<file path="src/rtl/seg7_pkg.sv">
// Active-low 7-segment patterns (bit6=a ... bit0=g) shared by the scan decoder.
// Pure constants; no timing or flow control.
package seg7_pkg;
    localparam logic [6:0] SEG_0     = 7'b0000001;
    localparam logic [6:0] SEG_1     = 7'b1001111;
    localparam logic [6:0] SEG_2     = 7'b0010010;
    localparam logic [6:0] SEG_3     = 7'b0000110;
    localparam logic [6:0] SEG_4     = 7'b1001100;
    localparam logic [6:0] SEG_5     = 7'b0100100;
    localparam logic [6:0] SEG_6     = 7'b0100000;
    localparam logic [6:0] SEG_7     = 7'b0001111;
    localparam logic [6:0] SEG_8     = 7'b0000000;
    localparam logic [6:0] SEG_9     = 7'b0000100;
    localparam logic [6:0] SEG_A     = 7'b0001000;
    localparam logic [6:0] SEG_B     = 7'b1100000;
    localparam logic [6:0] SEG_C     = 7'b0110001;
    localparam logic [6:0] SEG_D     = 7'b1000010;
    localparam logic [6:0] SEG_E     = 7'b0110000;
    localparam logic [6:0] SEG_F     = 7'b0111000;
    localparam logic [6:0] SEG_BLANK = 7'b1111111;
endpackage

</file>
<file path="src/rtl/seg7_lookup.sv">
// Segment pattern -> {is_hex, is_blank, nibble}; combinational, zero latency,
// no backpressure.
module seg7_lookup
    import seg7_pkg::*;
(
    input  logic [6:0] seg_n,
    output logic       is_hex,
    output logic       is_blank,
    output logic [3:0] nibble
);
    always_comb begin
        is_hex   = 1'b1;
        is_blank = 1'b0;
        nibble   = 4'h0;
        case (seg_n)
            SEG_0:     nibble = 4'h0;
            SEG_1:     nibble = 4'h1;
            SEG_2:     nibble = 4'h2;
            SEG_3:     nibble = 4'h3;
            SEG_4:     nibble = 4'h4;
            SEG_5:     nibble = 4'h5;
            SEG_6:     nibble = 4'h6;
            SEG_7:     nibble = 4'h7;
            SEG_8:     nibble = 4'h8;
            SEG_9:     nibble = 4'h9;
            SEG_A:     nibble = 4'hA;
            SEG_B:     nibble = 4'hB;
            SEG_C:     nibble = 4'hC;
            SEG_D:     nibble = 4'hD;
            SEG_E:     nibble = 4'hE;
            SEG_F:     nibble = 4'hF;
            SEG_BLANK: begin
                is_hex   = 1'b0;
                is_blank = 1'b1;
            end
            default:   is_hex = 1'b0;
        endcase
    end
endmodule

</file>
<file path="src/rtl/seg7_scan_decoder.sv">
// Decodes a multiplexed active-low 7-seg bus back into a hex frame with err/blank flags.
// Frame outputs update 1 cycle after the completing capture; passive monitor, no backpressure.
module seg7_scan_decoder
    import seg7_pkg::*;
#(
    parameter int N_DIGITS    = 4,
    parameter int STABLE_CYC  = 4,
    parameter int TIMEOUT_CYC = 100000
) (
    input  logic                  clk,
    input  logic                  rst_n,
    input  logic [6:0]            seg_n,
    input  logic [N_DIGITS-1:0]   an_n,
    output logic [4*N_DIGITS-1:0] value,
    output logic                  frame_valid,
    output logic [N_DIGITS-1:0]   digit_err,
    output logic [N_DIGITS-1:0]   blank,
    output logic                  stale
);
    localparam int SW = $clog2(STABLE_CYC + 1);
    localparam int WW = $clog2(TIMEOUT_CYC + 1);
    localparam int IW = (N_DIGITS > 1) ? $clog2(N_DIGITS) : 1;
    localparam int VW = 4 * N_DIGITS;

    logic [N_DIGITS-1:0] an_q, an_p;
    logic [6:0]          seg_q, seg_p;
    logic [SW-1:0]       stab_cnt;
    logic [WW-1:0]       wd_cnt;
    logic [N_DIGITS-1:0] seen, seen_nxt, dig_mask;
    logic [VW-1:0]       sh_val, sh_val_n;
    logic [N_DIGITS-1:0] sh_err, sh_err_n, sh_blank, sh_blank_n;
    logic [IW-1:0]       dig_idx;
    int                  n_low;
    logic                one_cold, stable, cap, done, wd_hit;
    logic                lk_hex, lk_blank;
    logic [3:0]          lk_nib;

    seg7_lookup u_lookup (
        .seg_n    (seg_q),
        .is_hex   (lk_hex),
        .is_blank (lk_blank),
        .nibble   (lk_nib)
    );

    // One-cold detect doubles as the digit encoder: the last low bit wins,
    // which only matters when exactly one bit is low.
    always_comb begin
        n_low   = 0;
        dig_idx = '0;
        for (int i = 0; i < N_DIGITS; i++) begin
            if (!an_q[i]) begin
                n_low   = n_low + 1;
                dig_idx = IW'(i);
            end
        end
    end

    assign one_cold = (n_low == 1);
    assign stable   = one_cold && (an_q == an_p) && (seg_q == seg_p);
    assign cap      = stable && (stab_cnt == SW'(STABLE_CYC - 2));
    assign dig_mask = N_DIGITS'(1) << dig_idx;
    assign seen_nxt = seen | dig_mask;
    assign done     = cap && (&seen_nxt);
    assign wd_hit   = !cap && (wd_cnt == WW'(TIMEOUT_CYC - 1));

    always_comb begin
        sh_val_n   = sh_val;
        sh_err_n   = sh_err;
        sh_blank_n = sh_blank;
        if (lk_hex) sh_val_n[4*dig_idx +: 4] = lk_nib;
        sh_err_n[dig_idx]   = !lk_hex && !lk_blank;
        sh_blank_n[dig_idx] = lk_blank;
    end

    always_ff @(posedge clk or negedge rst_n) begin
        if (!rst_n) begin
            an_q     <= '0;
            seg_q    <= '0;
            an_p     <= '0;
            seg_p    <= '0;
            stab_cnt <= '0;
            wd_cnt   <= '0;
            seen     <= '0;
            sh_val   <= '0;
            sh_err   <= '0;
            sh_blank <= '0;
        end else begin
            an_q  <= an_n;
            seg_q <= seg_n;
            an_p  <= an_q;
            seg_p <= seg_q;

            if (!stable) stab_cnt <= '0;
            else if (stab_cnt != SW'(STABLE_CYC - 1)) stab_cnt <= stab_cnt + 1'b1;

            // Count starts at 1 so the value equals cycles elapsed since capture.
            if (cap) wd_cnt <= WW'(1);
            else if (wd_cnt != WW'(TIMEOUT_CYC)) wd_cnt <= wd_cnt + 1'b1;

            if (cap) begin
                sh_val   <= sh_val_n;
                sh_err   <= sh_err_n;
                sh_blank <= sh_blank_n;
                seen     <= done ? '0 : seen_nxt;
            end else if (wd_hit) begin
                seen <= '0;
            end
        end
    end

    always_ff @(posedge clk or negedge rst_n) begin
        if (!rst_n) begin
            value       <= '0;
            frame_valid <= 1'b0;
            digit_err   <= '0;
            blank       <= '1;
            stale       <= 1'b0;
        end else begin
            frame_valid <= done;
            if (done) begin
                value     <= sh_val_n;
                digit_err <= sh_err_n;
                blank     <= sh_blank_n;
                stale     <= 1'b0;
            end else if (wd_hit) begin
                stale <= 1'b1;
            end
        end
    end
endmodule

</file>
<file path="config.mk">
export PLATFORM = sky130hd
export DESIGN_NAME = seg7_scan_decoder
export DESIGN_NICKNAME = d
export VERILOG_FILES = /design/src/rtl/seg7_pkg.sv /design/src/rtl/seg7_lookup.sv /design/src/rtl/seg7_scan_decoder.sv
export SDC_FILE = /design/constraint.sdc
export NUM_CORES = 1
export LEC_CHECK = 0
export CORE_MARGIN = 2
export CORE_UTILIZATION = 50
export CTS_CLUSTER_DIAMETER = 30
export DETAILED_ROUTE_END_ITERATION = 8
export HOLD_SLACK_MARGIN = 0.15
export PLACE_DENSITY = 0.71
export SLEW_MARGIN = 0
export SYNTH_ARGS = -nofsm -noshare
export SYNTH_HDL_FRONTEND = slang
export SYNTH_HIERARCHICAL = 1
export SYNTH_SLANG_ARGS = --single-unit
export TNS_END_PERCENT = 100
</file>
<file path="constraint.sdc">
create_clock -name clk -period 4.5 [get_ports clk]
set_input_delay 0.9 -clock clk [delete_from_list [all_inputs] [get_ports clk]]
set_output_delay 0.9 -clock clk [all_outputs]
set_load 0.1 [all_outputs]
</file>
Yosys cells after proc, flatten, opt, wreduce, memory -nomap -nowiden
Index checks and enable logic that the tools add are counted.
{"block": "word_totals", "ramBits": 0, "word_cells": 92, "mem_bits_ro": 0, "latchBits": 0, "mem_count": 0, "out_inout_bits": 26, "input_bits": 13, "ff_bits": 96}
{"block": "op_classes", "n_mul": 0, "n_reduce_logical": 16, "add_sub_neg": 6, "mux": 25, "magnitude_cmp": 2, "div_mod_pow": 0, "n_eq_ne": 24, "bitwise_logic": 1, "shift": 3}
{"op": "adder 32 x 2 -> 32 bit (second input constant)", "n": 3}
{"op": "2-to-1 mux 32 bit", "n": 3}
{"op": "one-hot mux 4 bit (15 select lines)", "n": 1}
{"op": "== test 7 x 6 -> 1 bit (second input constant)", "n": 5}
{"op": "== test 7 bit (second input constant)", "n": 5}
{"op": "2-to-1 mux 17 bit", "n": 2}
{"op": "negation 4 -> 34 bit", "n": 1}
{"op": "variable shift 4 x 34 -> 16 bit (first input constant)", "n": 1}
{"op": "variable part select 4 x 34 -> 16 bit", "n": 1}
{"op": "== test 32 x 2 -> 1 bit (second input constant)", "n": 1}
{"op": "adder 17 x 1 -> 17 bit (second input constant)", "n": 1}
{"op": "== test 17 bit (second input constant)", "n": 1}
{"op": "inequality test 17 bit (second input constant)", "n": 1}
{"op": "bitwise mux 16 bit", "n": 1}
{"op": "2-to-1 mux 16 bit", "n": 1}
{"op": "OR reduction 16 bit", "n": 1}
{"op": "== test 7 x 3 -> 1 bit (second input constant)", "n": 2}
{"op": "== test 7 x 4 -> 1 bit (second input constant)", "n": 2}
{"op": "2-to-1 mux 4 bit", "n": 3}
{"op": "bitwise mux 4 bit", "n": 2}
{"op": "== test 7 x 1 -> 1 bit (second input constant)", "n": 1}
{"op": "== test 7 x 5 -> 1 bit (second input constant)", "n": 1}
{"op": "== test 7 bit", "n": 1}
{"op": "logical AND 1 bit", "n": 7}
{"op": "other kinds (17)", "n": 29}

Longest topological paths before layout
{"block": "logic_depth", "depth_word": 15, "ltp_mapped": 12, "ltp_nobuf": 11}

Modules after synthesis
Netlist, hierarchy kept.
{"mod": "seg7_scan_decoder", "seq_area_each_um2": 2407.3, "cells_per_inst": 338, "instances": 1, "area_each_um2": 4306.6}
{"mod": "seg7_lookup", "seq_area_each_um2": 0.0, "cells_per_inst": 55, "instances": 1, "area_each_um2": 365.4}

Least setup slack after synthesis
OpenSTA, ideal clock, no wires.
{"block": "synth_path", "kind": "reg-to-reg", "startpoint": "register an_q[1]", "endpoint": "register value[7]", "path_buffers": 1, "path_stages_with_launch": 11, "path_slack_ns": 1.617, "required_time_ns": 4.375, "synth_period_minus_slack_ns": 2.883, "arrival_time_ns": 2.758, "setup_time_ns": 0.125, "cell_sequence": "dfrtp_1 -> inv_1 -> ha_1 -> xnor2_1 -> ha_1 -> or3_1 -> o21a_2 -> or3_4 -> nor2_8 -> buf_6 -> mux2_2"}
{"block": "synth_via", "elab_chain_cells": 10, "elab_cells_between_ends": 22, "cone_classes": "add/sub: 3; eq/ne: 2; shift: 3; mux: 8; bitwise: 1; reduce/logical: 5"}
{"element": "start: declaration", "line": "seg7_scan_decoder.sv:25", "rtl": "logic [N_DIGITS-1:0] an_q, an_p;"}
{"element": "start signal: assignment", "line": "seg7_scan_decoder.sv:88", "rtl": "an_q <= an_n;"}
{"element": "2-to-1 mux 32 bit", "line": "seg7_scan_decoder.sv:51", "rtl": "if (!an_q[i]) begin"}
{"element": "adder 32 x 2 -> 32 bit", "line": "seg7_scan_decoder.sv:52", "rtl": "n_low = n_low + 1;"}
{"element": "2-to-1 mux 32 bit", "line": "seg7_scan_decoder.sv:51"}
{"element": "adder 32 x 2 -> 32 bit", "line": "seg7_scan_decoder.sv:52"}
{"element": "2-to-1 mux 32 bit", "line": "seg7_scan_decoder.sv:51"}
{"element": "== test 32 x 2 -> 1 bit", "line": "seg7_scan_decoder.sv:58", "rtl": "assign one_cold = (n_low == 1);"}
{"element": "logical AND 1 bit (2 in a row)", "line": "seg7_scan_decoder.sv:59", "rtl": "assign stable = one_cold && (an_q == an_p) && (seg_q == seg_p);"}
{"element": "logical AND 1 bit", "line": "seg7_scan_decoder.sv:60", "rtl": "assign cap = stable && (stab_cnt == SW'(STABLE_CYC - 2));"}
{"element": "logical AND 1 bit *", "line": "seg7_scan_decoder.sv:63", "rtl": "assign done = cap && (&seen_nxt);"}
{"element": "net done", "line": "seg7_scan_decoder.sv:34", "rtl": "logic one_cold, stable, cap, done, wd_hit;"}
{"element": "end signal: assignment", "line": "seg7_scan_decoder.sv:121", "rtl": "value <= sh_val_n;"}
{"element": "end: declaration", "line": "seg7_scan_decoder.sv:14", "rtl": "output logic [4*N_DIGITS-1:0] value,"}
The timed path passes the listed nets; every way through them passes the cells marked *.
A chain may end at the register's enable or synchronous reset.

Worst setup path in the final report
{"block": "layout_path", "startpoint": "register an_q[1]", "endpoint": "register seen[3]"}
{"block": "layout_via", "elab_chain_cells": 12, "elab_cells_between_ends": 22, "cone_classes": "add/sub: 2; eq/ne: 2; shift: 1; mux: 8; bitwise: 1; reduce/logical: 8"}
{"element": "2-to-1 mux 32 bit", "line": "seg7_scan_decoder.sv:51"}
{"element": "adder 32 x 2 -> 32 bit", "line": "seg7_scan_decoder.sv:52"}
{"element": "2-to-1 mux 32 bit", "line": "seg7_scan_decoder.sv:51"}
{"element": "adder 32 x 2 -> 32 bit", "line": "seg7_scan_decoder.sv:52"}
{"element": "2-to-1 mux 32 bit", "line": "seg7_scan_decoder.sv:51"}
{"element": "== test 32 x 2 -> 1 bit", "line": "seg7_scan_decoder.sv:58"}
{"element": "logical AND 1 bit (2 in a row)", "line": "seg7_scan_decoder.sv:59"}
{"element": "logical AND 1 bit", "line": "seg7_scan_decoder.sv:60"}
{"element": "logical AND 1 bit / zero test 1 bit (equally long branches)", "line": "seg7_scan_decoder.sv:63, seg7_scan_decoder.sv:64"}
{"element": "2-to-1 mux 4 bit / logical AND 1 bit (equally long branches)", "line": "seg7_scan_decoder.sv:104, seg7_scan_decoder.sv:64"}
{"element": "2-to-1 mux 4 bit / nonzero test 2 bit (equally long branches)"}
{"element": "end signal: assignment", "line": "seg7_scan_decoder.sv:104", "rtl": "seen <= done ? '0 : seen_nxt;"}
{"element": "end: declaration", "line": "seg7_scan_decoder.sv:29", "rtl": "logic [N_DIGITS-1:0] seen, seen_nxt, dig_mask;"}
Several ways; a longest one is shown, not always the timed one.

==> results list <==
- Final layout net count: 451
- Max-capacitance violation count: 0
- Walking the worst path, the cells encountered are inv_1, ha_1, xnor2_1, ha_1, or3_1, o21a_2, nor3_4, buf_4, mux2i_1, o2bb2ai_1.
- Die area: 10100 sq um
- On the final layout, the worst hold slack is 0.465 ns.
- In this run the mean area of a mapped cell was 11.9 sq um.
- Number of buffers added by the clock tree synthesis step: 9
- Yosys mapped the design onto 59 distinct sky130hd cell types.
- The final count of pins violating max slew is 0.
* Std-Cell Rows: 35
* Netlist Area Pre-Place: 4670 sq um
- Measured in cells, the most critical reg-to-reg path has a length of 10.
- Share of async-settable or async-resettable flops after synthesis: 100%
* CP Launch Type: flip-flop
- Tcrit/Tclk final: 74.3%
* Die extent in y: 101 um
- Result of the run: finished, final reports clean
- Counting every instance in the synthesized netlist gives 393.
- The later pin in the worst-skew pair is clocked with a latency of 0.37 ns.
- Worst-path cell with the longest stage delay: sky130_fd_sc_hd__nor3_4
- Total Wirelength: 8530 um
* Remaining routing DRC violations: 0
- The clock network accounts for 37.0% of the total power.
- The Yosys step of the flow raised 6 warnings.
* Starting density of the core: 51.0%
- Setup slack of the most critical reg-to-reg path: 1.16 ns
- Of the cells placed in the final design, the portion with a size suffix greater than 1 is 20.2%.
* Flip-flop and latch count after synthesis: 96
* Unrepaired setup endpoints after global routing: false
* Post-CTS Setup Repair Bufs: 0
* Kind of cell adding the most delay to the critical path: simple AND/OR/NAND/NOR gates
* Origin of the critical flop-to-flop path: an_q[1]
- Summed over all failing endpoints, the final setup total negative slack is 0 ns.
- Power spread over the standard cell area amounts to 291 nW/um^2.
- Summed over all cells, the static leakage comes to 2.46 nW.
* Post-cts gate resize count: 0
* Final routed wire length divided by cell count: 15.6 um
* CTS tree: built
- Register area share after synthesis: 51.5%
- Number of antenna violations at the first check in global routing: 0
- After filler insertion, the fill cell instance count of the layout stands at 739.
- Core area: 9150 sq um
- WP buf/inv: 2
* Maximum achievable frequency: 299 MHz
- At the worst endpoint, the arrival time is 3.63 ns.
- In this run, the number of DRC markers left after iteration 0 of detailed routing was 153.
- For the pin with the worst max-slew slack, the measured transition is 0.973 ns.
* Time the final worst path needs with I/O delays and setup: 3.34 ns
- H-tree levels: 3
- The library cell used most frequently in the layout, excluding fill and tap cells, is sky130_fd_sc_hd__dfrtp_1.
* Delay of the slowest cell on the worst path: 0.53 ns
* Buffers on Ports: 38
- In this run, synthesis inferred 0 flip-flops with an integrated enable.
- Clock-pin slew on the worst setup and hold paths: 0.09 ns
- Via density: 5.56
- Counting every net in the synthesized netlist gives 414.
* Data required time of the worst path: 4.78 ns
- Sequential share of power: 57.8%
- Hold-fix buffers, CTS: 0
- Between clock sinks in the finished design, the worst skew comes to 0.0241 ns.
- RD Place Congestion: 0.867
- The area growth from synthesis to layout is 13.4%.
- DRT antenna net count: 0
- The worst-case IR drop observed on VDD is 152 uV.
- Share of power burned in combinational logic: 5.2%
- Worst slew margin relative to its limit: 34.4%
* HP Start: an_q[0]
- Int Power: 1.17 mW
* Hold Path Depth: 0
- Commonest non-fill, non-tap cells in the layout: sky130_fd_sc_hd__dfrtp_1 (92), sky130_fd_sc_hd__mux2_2 (47), sky130_fd_sc_hd__clkdlybuf4s50_1 (37)
- The longest clock path from root to sink contains 2 buffers.
- Root cell of the clock tree: sky130_fd_sc_hd__clkbuf_8
- Setup violations, final: 0
* Hold Violations, Final: 0
- Diode insertion count for antenna repair: 0
- Total iterations of the first detailed-routing run: 4
- Net switching power figure: 0.377 mW
- Top-level port count: 39
* Num Clock Sinks: 96
- Worst min-delay path category: flip-flop to flip-flop
- Summing over every cut layer, the via total after detailed routing is 3034.
* Crit path top cell by count: sky130_fd_sc_hd__ha_1
* Leading register cell type out of synthesis: sky130_fd_sc_hd__dfrtp_1
- Die width: 101 um
* Via count of the first global-routing pass: 2940
- Sw Share: 24.4%
- Entering global routing, the biggest net connects 62 pins.
- The first global-routing pass estimated 14600 um of wire.
- Along the worst path, the maximum fanout reaches 15.
* Endpoint of the lowest-slack register-to-register path: seen[3]
- End of the worst hold path: an_p[0]
- Once detailed placement completed, the half-perimeter wirelength came to 5970 um.
* Gr usage total: 18.2%
- The total overflow left after global routing is 0.
- Critical Path End Type: flip-flop
- Category of the most critical setup path: flip-flop to flip-flop
## per-stage QoR
step                      setup slack (ns)  area (sq um)  utilization (%)  instances  total power [mW]
final                                 1.16          5300             57.9        546              1.54
after CTS                             1.16          5300             57.9        546              1.55
after floorplan                       1.62          4670                -        393             0.953
after global placement                1.34          5100             55.7        530             0.987
after detailed placement              1.16          5100             55.7        530             0.990
after global routing                 0.940          5300             57.9        546              1.60
## per-layer routing
layer / wire (um) / GRT usage (%) / vias to the layer above
met5: 0 / 0 / -
met4: 82 / 6.22 / 0
met3: 205 / 3.19 / 10
met2: 4140 / 28.4 / 43
met1: 4100 / 26.0 / 1527
li1: - / - / 1454
## how the worst max path moves through the flow
stage / start / end / slack [ns] / cells after the start
floorplan: an_q[1] / value[7] / 1.62 / 10
global route: an_q[1] / seen[3] / 0.94 / 10
detailed placement: an_q[1] / seen[3] / 1.16 / 10
finish: an_q[1] / seen[3] / 1.16 / 10
global placement: an_q[1] / sh_val[7] / 1.34 / 9
CTS: an_q[1] / seen[3] / 1.16 / 10
## sequential cells by signal, indices dropped and copies added (netlist names)
register and flops:
wd_cnt 17, sh_val 16, value 16, seg_p 7
seg_q 7, an_p 4, an_q 4, blank 4
digit_err 4, seen 4, sh_blank 4, sh_err 4
stab_cnt 3, frame_valid 1, stale 1
## kinds of logic after synthesis
kind of cell / synth area share [%]
and+or+nand+nor: 15.3
AOI/OAI and AO/OA: 4.90
buffers and inverters: 3.13
adders and majority gates: 2.14
DFF: 51.5
xor gates and xnor gates: 5.44
muxes: 17.6
## power by group through the flow
| stage | Clock [mW] | Combinational (mW) | Sequential, mW |
|---|---|---|---|
| global route | 0.616 | 0.0918 | 0.894 |
| floorplan | 0 | 0.0568 | 0.896 |
| detailed placement | 0 | 0.0821 | 0.908 |
| CTS | 0.579 | 0.0821 | 0.891 |
| finish | 0.570 | 0.0806 | 0.891 |
| global placement | 0 | 0.0800 | 0.907 |
## cell type report
class                           count  area (sq um)  share of cell area (%)
Sequential cell                    96          2410                    45.4
Multi-Input combinational cell    272          2120                    40.0
Timing Repair Buffer               41           400                    7.56
Tap cell                          111           139                    2.62
Clock buffer                       10           128                    2.41
Clock inverter                      6          67.6                    1.28
Inverter                           10          37.5                   0.709
## cells in the mapped netlist, types with 3 or more instances
library cell | count | area (sq um)
sky130_fd_sc_hd__dfrtp_1 | 92 | 2300
sky130_fd_sc_hd__mux2_2 | 47 | 529
sky130_fd_sc_hd__nor2_1 | 32 | 120
sky130_fd_sc_hd__nand2_1 | 29 | 109
sky130_fd_sc_hd__xor2_1 | 22 | 193
sky130_fd_sc_hd__mux2_1 | 18 | 203
sky130_fd_sc_hd__nand3_1 | 12 | 60.1
sky130_fd_sc_hd__nor3_1 | 11 | 55.1
sky130_fd_sc_hd__a21oi_1 | 10 | 50.1
sky130_fd_sc_hd__inv_1 | 10 | 37.5
sky130_fd_sc_hd__ha_1 | 8 | 100
sky130_fd_sc_hd__o21ai_0 | 7 | 35.0
sky130_fd_sc_hd__xnor2_1 | 7 | 61.3
sky130_fd_sc_hd__buf_4 | 5 | 37.5
sky130_fd_sc_hd__nand4_1 | 5 | 31.3
sky130_fd_sc_hd__buf_6 | 4 | 45.0
sky130_fd_sc_hd__dfstp_2 | 4 | 105
sky130_fd_sc_hd__mux2_4 | 4 | 60.1
sky130_fd_sc_hd__nor4_1 | 4 | 25.0
sky130_fd_sc_hd__o2bb2ai_1 | 4 | 35.0
sky130_fd_sc_hd__clkbuf_1 | 3 | 11.3
sky130_fd_sc_hd__mux2i_1 | 3 | 30.0
sky130_fd_sc_hd__nand2b_1 | 3 | 18.8
sky130_fd_sc_hd__nor2b_1 | 3 | 18.8
sky130_fd_sc_hd__or3_1 | 3 | 18.8
Power figures use the tool's default switching activity.
